**config.mk**
```make
export PLATFORM = sky130hd
export DESIGN_NAME = frame_scheduler
export DESIGN_NICKNAME = d
export VERILOG_FILES = /design/src/rtl/frame_scheduler.sv
export SDC_FILE = /design/constraint.sdc
export NUM_CORES = 1
export LEC_CHECK = 0
export ABC_CLOCK_PERIOD_IN_PS = 6340
export BUFFER_PORTS_ARGS = -buffer_cell sky130_fd_sc_hd__buf_4
export CAP_MARGIN = 10
export CORE_MARGIN = 2
export CORE_UTILIZATION = 40
export DETAILED_ROUTE_END_ITERATION = 6
export PLACE_DENSITY = 0.75
export SLEW_MARGIN = 20
export SYNTH_ARGS = -nofsm -noshare
export SYNTH_HDL_FRONTEND = slang
export SYNTH_SLANG_ARGS = --single-unit
```
**constraint.sdc**
```tcl
create_clock -name clk -period 6.34 [get_ports clk]
set_clock_uncertainty 0.2 [all_clocks]
set_input_delay 1.268 -clock clk [delete_from_list [all_inputs] [get_ports clk]]
set_output_delay 1.268 -clock clk [all_outputs]
set_load 0.01 [all_outputs]
```
**src/rtl/frame_scheduler.sv**
```systemverilog
// frame_scheduler: per-frame update window control during vblank
// plus ball/hoop/background pixel priority mux.
module frame_scheduler #(
  parameter int H_DISPLAY   = 640,
  parameter int V_DISPLAY   = 480,
  parameter int UPD_TIMEOUT = 40000,
  parameter int FCNT_W      = 16
) (
  input  logic              clk,
  input  logic              reset,
  input  logic              p_tick,
  input  logic              video_on,
  input  logic [9:0]        pixel_x,
  input  logic [9:0]        pixel_y,
  input  logic              ball_on,
  input  logic [11:0]       ball_rgb,
  input  logic              hoop_on,
  input  logic [11:0]       hoop_rgb,
  input  logic [11:0]       bg_rgb,
  input  logic              upd_ack,
  output logic              upd_req,
  output logic              frame_tick,
  output logic [FCNT_W-1:0] frame_cnt,
  output logic              overrun,
  output logic [11:0]       rgb
);

  localparam int TW = (UPD_TIMEOUT > 2) ? $clog2(UPD_TIMEOUT) : 1;
  localparam logic [TW-1:0] T_LAST = TW'(UPD_TIMEOUT - 1);

  if (H_DISPLAY < 1 || V_DISPLAY < 1 || UPD_TIMEOUT < 2) begin : g_bad
    $error("frame_scheduler: bad timing parameters");
  end

  typedef enum logic [1:0] {
    S_ACTIVE,
    S_UPDATE,
    S_WAIT_VIS
  } state_t;

  state_t              state_q;
  logic [TW-1:0]       timer_q;
  logic                tick_q;
  logic                ovr_q;
  logic [FCNT_W-1:0]   cnt_q;
  logic [11:0]         rgb_q;
  logic [11:0]         rgb_d;
  logic                vblank_edge;
  logic                frame_edge;

  assign vblank_edge = p_tick & (pixel_x == 10'd0) &
                       (pixel_y == 10'(V_DISPLAY));
  assign frame_edge  = p_tick & (pixel_x == 10'd0) &
                       (pixel_y == 10'd0);

  always_ff @(posedge clk) begin
    if (reset) begin
      state_q <= S_ACTIVE;
      timer_q <= '0;
      tick_q  <= 1'b0;
      ovr_q   <= 1'b0;
      cnt_q   <= '0;
    end else begin
      tick_q <= 1'b0;
      unique case (state_q)
        S_ACTIVE: begin
          if (vblank_edge) begin
            state_q <= S_UPDATE;
            tick_q  <= 1'b1;
            cnt_q   <= cnt_q + 1'b1;
            timer_q <= '0;
          end
        end
        S_UPDATE: begin
          // ack beats a coincident timeout or frame wrap
          if (upd_ack) begin
            state_q <= S_WAIT_VIS;
          end else if (timer_q == T_LAST || frame_edge) begin
            state_q <= S_ACTIVE;
            ovr_q   <= 1'b1;
          end else begin
            timer_q <= timer_q + 1'b1;
          end
        end
        S_WAIT_VIS: begin
          if (frame_edge) state_q <= S_ACTIVE;
        end
        default: state_q <= S_ACTIVE;
      endcase
    end
  end

  always_comb begin
    rgb_d = 12'h000;
    if (video_on) begin
      if (ball_on)      rgb_d = ball_rgb;
      else if (hoop_on) rgb_d = hoop_rgb;
      else              rgb_d = bg_rgb;
    end
  end

  always_ff @(posedge clk) begin
    if (reset)       rgb_q <= 12'h000;
    else if (p_tick) rgb_q <= rgb_d;
  end

  assign upd_req    = (state_q == S_UPDATE);
  assign frame_tick = tick_q;
  assign frame_cnt  = cnt_q;
  assign overrun    = ovr_q;
  assign rgb        = rgb_q;

endmodule

```
### Word-level counts from Yosys, hierarchy flattened

Index checks and enable logic that the tools add are counted.

| storage, ports and cells | value |
|---|---|
| flip-flop bits (word level) | 48 |
| bits in writable memories | 0 |
| ROM bits | 0 |
| output and inout port bits | 31 |
| memories kept | 0 |
| bits in latches | 0 |
| input bits | 63 |
| logic and storage cells | 45 |

| cells by class | value |
|---|---|
| shift operators | 0 |
| bitwise operators | 5 |
| div/mod/pow operators | 0 |
| muxes and demuxes | 13 |
| $add $sub $neg | 2 |
| $lt $le $gt $ge | 0 |
| multipliers | 0 |
| equal/unequal tests | 9 |
| reduce and logical (&&, ||, !) cells | 10 |

Operators by type and width:

| kind | number |
|---|---|
| $mux W16 | 3 |
| $mux W12 | 3 |
| $add A16 B1 Y16 const B | 2 |
| $pmux W16 S2 | 1 |
| $logic_not A10 Y1 | 2 |
| $eq A16 B16 Y1 const B | 1 |
| $eq A10 B9 Y1 const B | 1 |
| $mux W2 | 4 |
| $ne A2 B2 Y1 const B | 4 |
| $pmux W2 S3 | 1 |
| $reduce_and A3 Y1 | 2 |
| $reduce_and A4 Y1 | 1 |
| $and A1 B1 Y1 | 3 |
| $ne A3 B2 Y1 const B | 1 |
| $eq A2 B1 Y1 const B | 1 |
| $eq A2 B2 Y1 const B | 1 |
| $logic_not A2 Y1 | 1 |
| $not A1 Y1 | 2 |
| $reduce_and A2 Y1 | 1 |
| $reduce_bool A2 Y1 | 1 |
| $reduce_or A2 Y1 | 1 |
| $logic_or A1 B1 Y1 | 1 |
| $mux W1 | 1 |

### Longest topological paths before layout

| depth | value |
|---|---|
| depth in word-level cells | 7 |
| gate-level depth with buffers | 7 |
| gate-level depth less buffers | 6 |

### Least setup slack after synthesis

OpenSTA, ideal clock, no wires.

| timing path | value |
|---|---|
| kind | input to register |
| from | in pixel_x[7] |
| to | reg cnt_q[15], in the netlist frame_cnt[15] |
| stages on the path | 5 |
| data required time | 6.070 ns |
| slack | 3.023 ns |
| arrival | 3.047 ns |
| library setup time | 0.070 ns |
| buffers on the path | 0 |
| cells stage by stage | or4_4 nor4_4 nand4_4 or4_1 a21oi_1 |

| between the ends | value |
|---|---|
| word-level cells in the longest chain between the ends | 4 |

Ends and longest elaborated chain:

| item | RTL line | RTL |
|---|---|---|
| start: declaration | 13 | `input logic [9:0] pixel_x,` |
| $logic_not A10 Y1 | 51 | `assign vblank_edge = p_tick & (pixel_x == 10'd0) &` |
| $and A1 B1 Y1 (2 in a row) | 51 |  |
| $reduce_and A2 Y1 (no line) | n/a |  |
| end signal: assignment | 70 | `cnt_q <= cnt_q + 1'b1;` |
| end: declaration | 45 | `logic [FCNT_W-1:0] cnt_q;` |

Every way passes these cells.
A chain may end at the register's enable or synchronous reset.

### Final worst setup path

| timing path | value |
|---|---|
| from | in p_tick |
| to | reg timer_q[0] |

| between the ends | value |
|---|---|
| word-level cells in the longest chain between the ends | 5 |
| elaborated cells between the ends (all ways) | 7 |
| those cells by class | 2 x eq/ne; 3 x bitwise; 2 x reduce/logical |

Ends and longest elaborated chain:

| item | RTL line | RTL |
|---|---|---|
| start: declaration | 11 | `input logic p_tick,` |
| $and A1 B1 Y1 (*) | 51, 53 |  |
| $and A1 B1 Y1 | 53 | `assign frame_edge = p_tick & (pixel_x == 10'd0) &` |
| $logic_or A1 B1 Y1 | 78 | `end else if (timer_q == T_LAST \|\| frame_edge) begin` |
| $ne A2 B2 Y1 (no line) | n/a |  |
| $reduce_and A4 Y1 (no line) (*) | n/a |  |
| end signal: assignment | 82 | `timer_q <= timer_q + 1'b1;` |
| end: declaration | 42 | `logic [TW-1:0] timer_q;` |

Mark *: on every way between the ends. The rest lies on a longest branch, timed or not.

==> metrics.md <==
| Metric | Value |
|---|---|
| Syn_nets | `420` |
| Min cycle time layout | `3.51 ns` |
| ANT cells | `0` |
| Initial DRC count | `127` |
| P_leak | `0.00144 uW` |
| Synth unique cells | `51` |
| Mapped Avg Cell Area | `7.90 um2` |
| Initial Utilization | `41.3%` |
| Post-CTS Hold Buffers | `0` |
| Pre-antenna DRT Iters | `4` |
| Final net count | `501` |
| Met3 Usage GRT | `3.49%` |
| Pre-CTS WS | `2.53 ns` |
| Cell Area, Placed | `0.00355 mm2` |
| Core area | `0.00679 mm2` |
| Cells after synthesis | `355` |
| Seq cells post-synth | `48` |
| Post-CTS setup buffers | `0` |
| Post-synthesis sequential area ratio | `34.3%` |
| Die Footprint | `0.00770 mm2` |
| Vias in the first global route | `2639` |
| Area share of xor/xnor cells in the synthesized design | `1.25%` |
| Startpoint Class | `input pin` |
| PwrDens | `157 mW/mm2` |
| Max-Cap Viols | `0` |
| FILL cells | `625` |
| Clock root buffer | `clkbuf_8` |
| Final ANT Viol Nets | `0` |
| Sw Pwr | `141 uW` |
| CP Cell Sequence | `buf_4, or4b_4, nor3_4, a22o_1, a21oi_1, mux2_2` |
| Synth Area in Compound Gates | `20.4%` |
| Worst path slowest cell | `a22o_1` |
| Final Cycle Share | `55.3%` |
| Via density | `5.48` |
| CTS tree | `done` |
| Post-synthesis simple-gate area fraction | `34.6%` |
| Drt total wl | `7.30 mm` |
| CP max stage delay | `0.55 ns` |
| Unrepaired setup endpoints after global routing | `no` |
| Comb power frac | `11.8%` |
| Main combinational cell family by area after synthesis | `simple AND/OR/NAND/NOR gates` |
| Hpwl dp | `5.27 mm` |
| # rows | `30` |
| Met2 usage | `31.7%` |
| Area contributors post-synth | `dfxtp_1 (34%), a21oi_1 (5.9%), o21ai_0 (5.2%)` |
| Mux share of post-synthesis cell area | `5.40%` |
| CTS Buf Count | `5` |
| Adder-cell share of the synthesized area | `0.892%` |
| Met1 Resource Use GR | `24.7%` |
| # IOs | `94` |
| Pint | `433 uW` |
| Measured slew at the worst slew-check pin | `1.01 ns` |
| Clock Tree Buf Depth | `2` |
| Share of synthesized registers carrying an async set or reset | `0%` |
| Final cell count without fillers | `533` |
| Storage cell area | `961 um2` |
| Critical path type | `in -> reg` |
| Critical path required time | `6.34 ns` |
| Setup TNS | `0 ns` |
| Largest net degree at the start of global routing | `54` |
| Clk sinks | `48` |
| Slew Limit Headroom | `33.0%` |
| Die H | `87.7 um` |
| Post-cts sizing count | `0` |
| Status | `finished, final reports clean` |
| Crit path max fanout | `15` |
| Die X | `87.7 um` |
| Share of post-route cells with drive strength above 1 | `26.5%` |
| Final Cell Area | `0.00364 mm2` |
| Seq pwr share | `53.3%` |
| Final WS setup | `2.83 ns` |
| Worst vdd ir | `0.0000885 V` |
| Synth top area share | `34.3%` |
| Clock Latency Late Sink | `0.31 ns` |
| Yosys warns | `0` |
| Ys flop type | `dfxtp_1` |
| H-tree levels | `2` |
| Final Util | `53.6%` |
| Sw Share | `24.6%` |
| Remaining global-route overflow | `0` |
| Number of setup violations in the final report | `0` |
| Hold WC Path Type | `reg -> reg` |
| Clk pwr share | `34.9%` |
| Final GP Congestion | `0.918` |
| Count leader, synth | `dfxtp_1` |
| Clock transition at the registers of the reported paths | `0.09 ns` |
| CP Data Arrival Time | `3.51 ns` |
| Post-route DRC | `0` |
| EDFF count, synth | `0` |
| Area of the multi-input gates | `0.00175 mm2` |
| First-pass GRT wire length | `12.0 mm` |
| Mapped cell area | `0.00281 mm2` |
| Placed Cells | `525` |
| Cell taking the most area after synthesis | `dfxtp_1` |
| Synth-to-Final Area Change | `29.9%` |
| Commonest cells post-synth | `dfxtp_1 (48), a21oi_1 (33), nand2_1 (33), nor2_1 (31), o21ai_0 (29)` |
| WL per Instance | `13.7 um` |
| Final Hold Violating Endpoints | `0` |
| GRT Total Usage | `19.1%` |
| Max-slew violations | `0` |
| Global route hottest layer | `met2` |
| Antenna violations before repair | `0` |
| Crit path capture type | `flop` |
| Input/output buffers | `93` |
| FMAX | `285 MHz` |
| DR vias | `2921` |
## metal layers
| layer | routed length, um | vias up | part of all wire, % |
|---|---|---|---|
| met2 | 3430 | 97 | 47 |
| met4 | 119 | 0 | 1.6 |
| met3 | 486 | 11 | 6.7 |
| li1 | - | 1470 | - |
| met1 | 3260 | 1343 | 45 |
| met5 | 0 | - | 0 |
## state kept, by name, indices dropped and copies added, names as in the netlist
| name | flops |
|---|---|
| state_q | 2 |
| timer_q | 16 |
| rgb | 12 |
| overrun | 1 |
| frame_cnt | 16 |
| frame_tick | 1 |
## final cells by class
| type | instances | area share, % |
|---|---|---|
| clock buffer | 6 | 2.27 |
| sequential | 48 | 26.4 |
| multi-input combinational | 284 | 48.1 |
| inverter | 4 | 0.412 |
| clock inverter | 2 | 0.378 |
| tap | 96 | 3.30 |
| timing repair buffer | 93 | 19.2 |
## cell usage in the layout, fill, tap and decap left out, types with 4 or more instances in the layout
cell	synthesis	layout
a31oi_1	4	4
a211oi_1	7	7
and4_1	4	4
nor2_1	31	31
nor3_1	7	7
o21ai_0	29	29
or3_1	9	9
nor2b_1	14	14
buf_4	1	93
nand2b_1	9	9
clkbuf_8	0	6
nand2_1	33	33
inv_1	4	4
nand3_1	17	17
a21oi_1	33	33
nand4_1	8	8
dfxtp_1	48	48
mux2i_1	14	14
a311oi_1	4	4
nand3b_1	5	5
or3_2	4	4
or4_1	5	5
## worst max-delay path: cells and delay by family
kind	cells	cell delay, ns
simple gates	2	0.98
compound gates	2	0.77
mux	1	0.31
buf+inv	1	0.17
## metrics by stage
stage               total power, uW  hold WS (ns)
CTS                             581         0.282
detailed placement              381         0.259
finish                          574         0.280
floorplan                       342         0.236
global route                    596         0.311
global placement                380         0.260
## path summary, 6_finish.rpt
path                            startpoint          end  slack [ns]  cells after the start
worst max-delay path                p_tick   timer_q[0]        2.83                      6
worst min-delay path               overrun      overrun        0.28                      2
worst max register to register  state_q[0]  timer_q[13]        3.31                      5
worst min register to register     overrun      overrun        0.28                      2
## logic make-up after synthesis
logic type,after synthesis
buffers and inverters,23
DFF,48
and+or+nand+nor,167
muxes,15
AOI/OAI and AO/OA,96
xor gates and xnor gates,4
adders and majority gates,2
## power groups by stage
stage	sequential [uW]	clock, uW	combinational [uW]
finish	306	200	67.9
global route	306	215	75.0
CTS	306	207	68.5
detailed placement	313	0	68.2
global placement	313	0	67.0
floorplan	314	0	27.4
No activity file was read; power rests on OpenSTA's default activity.
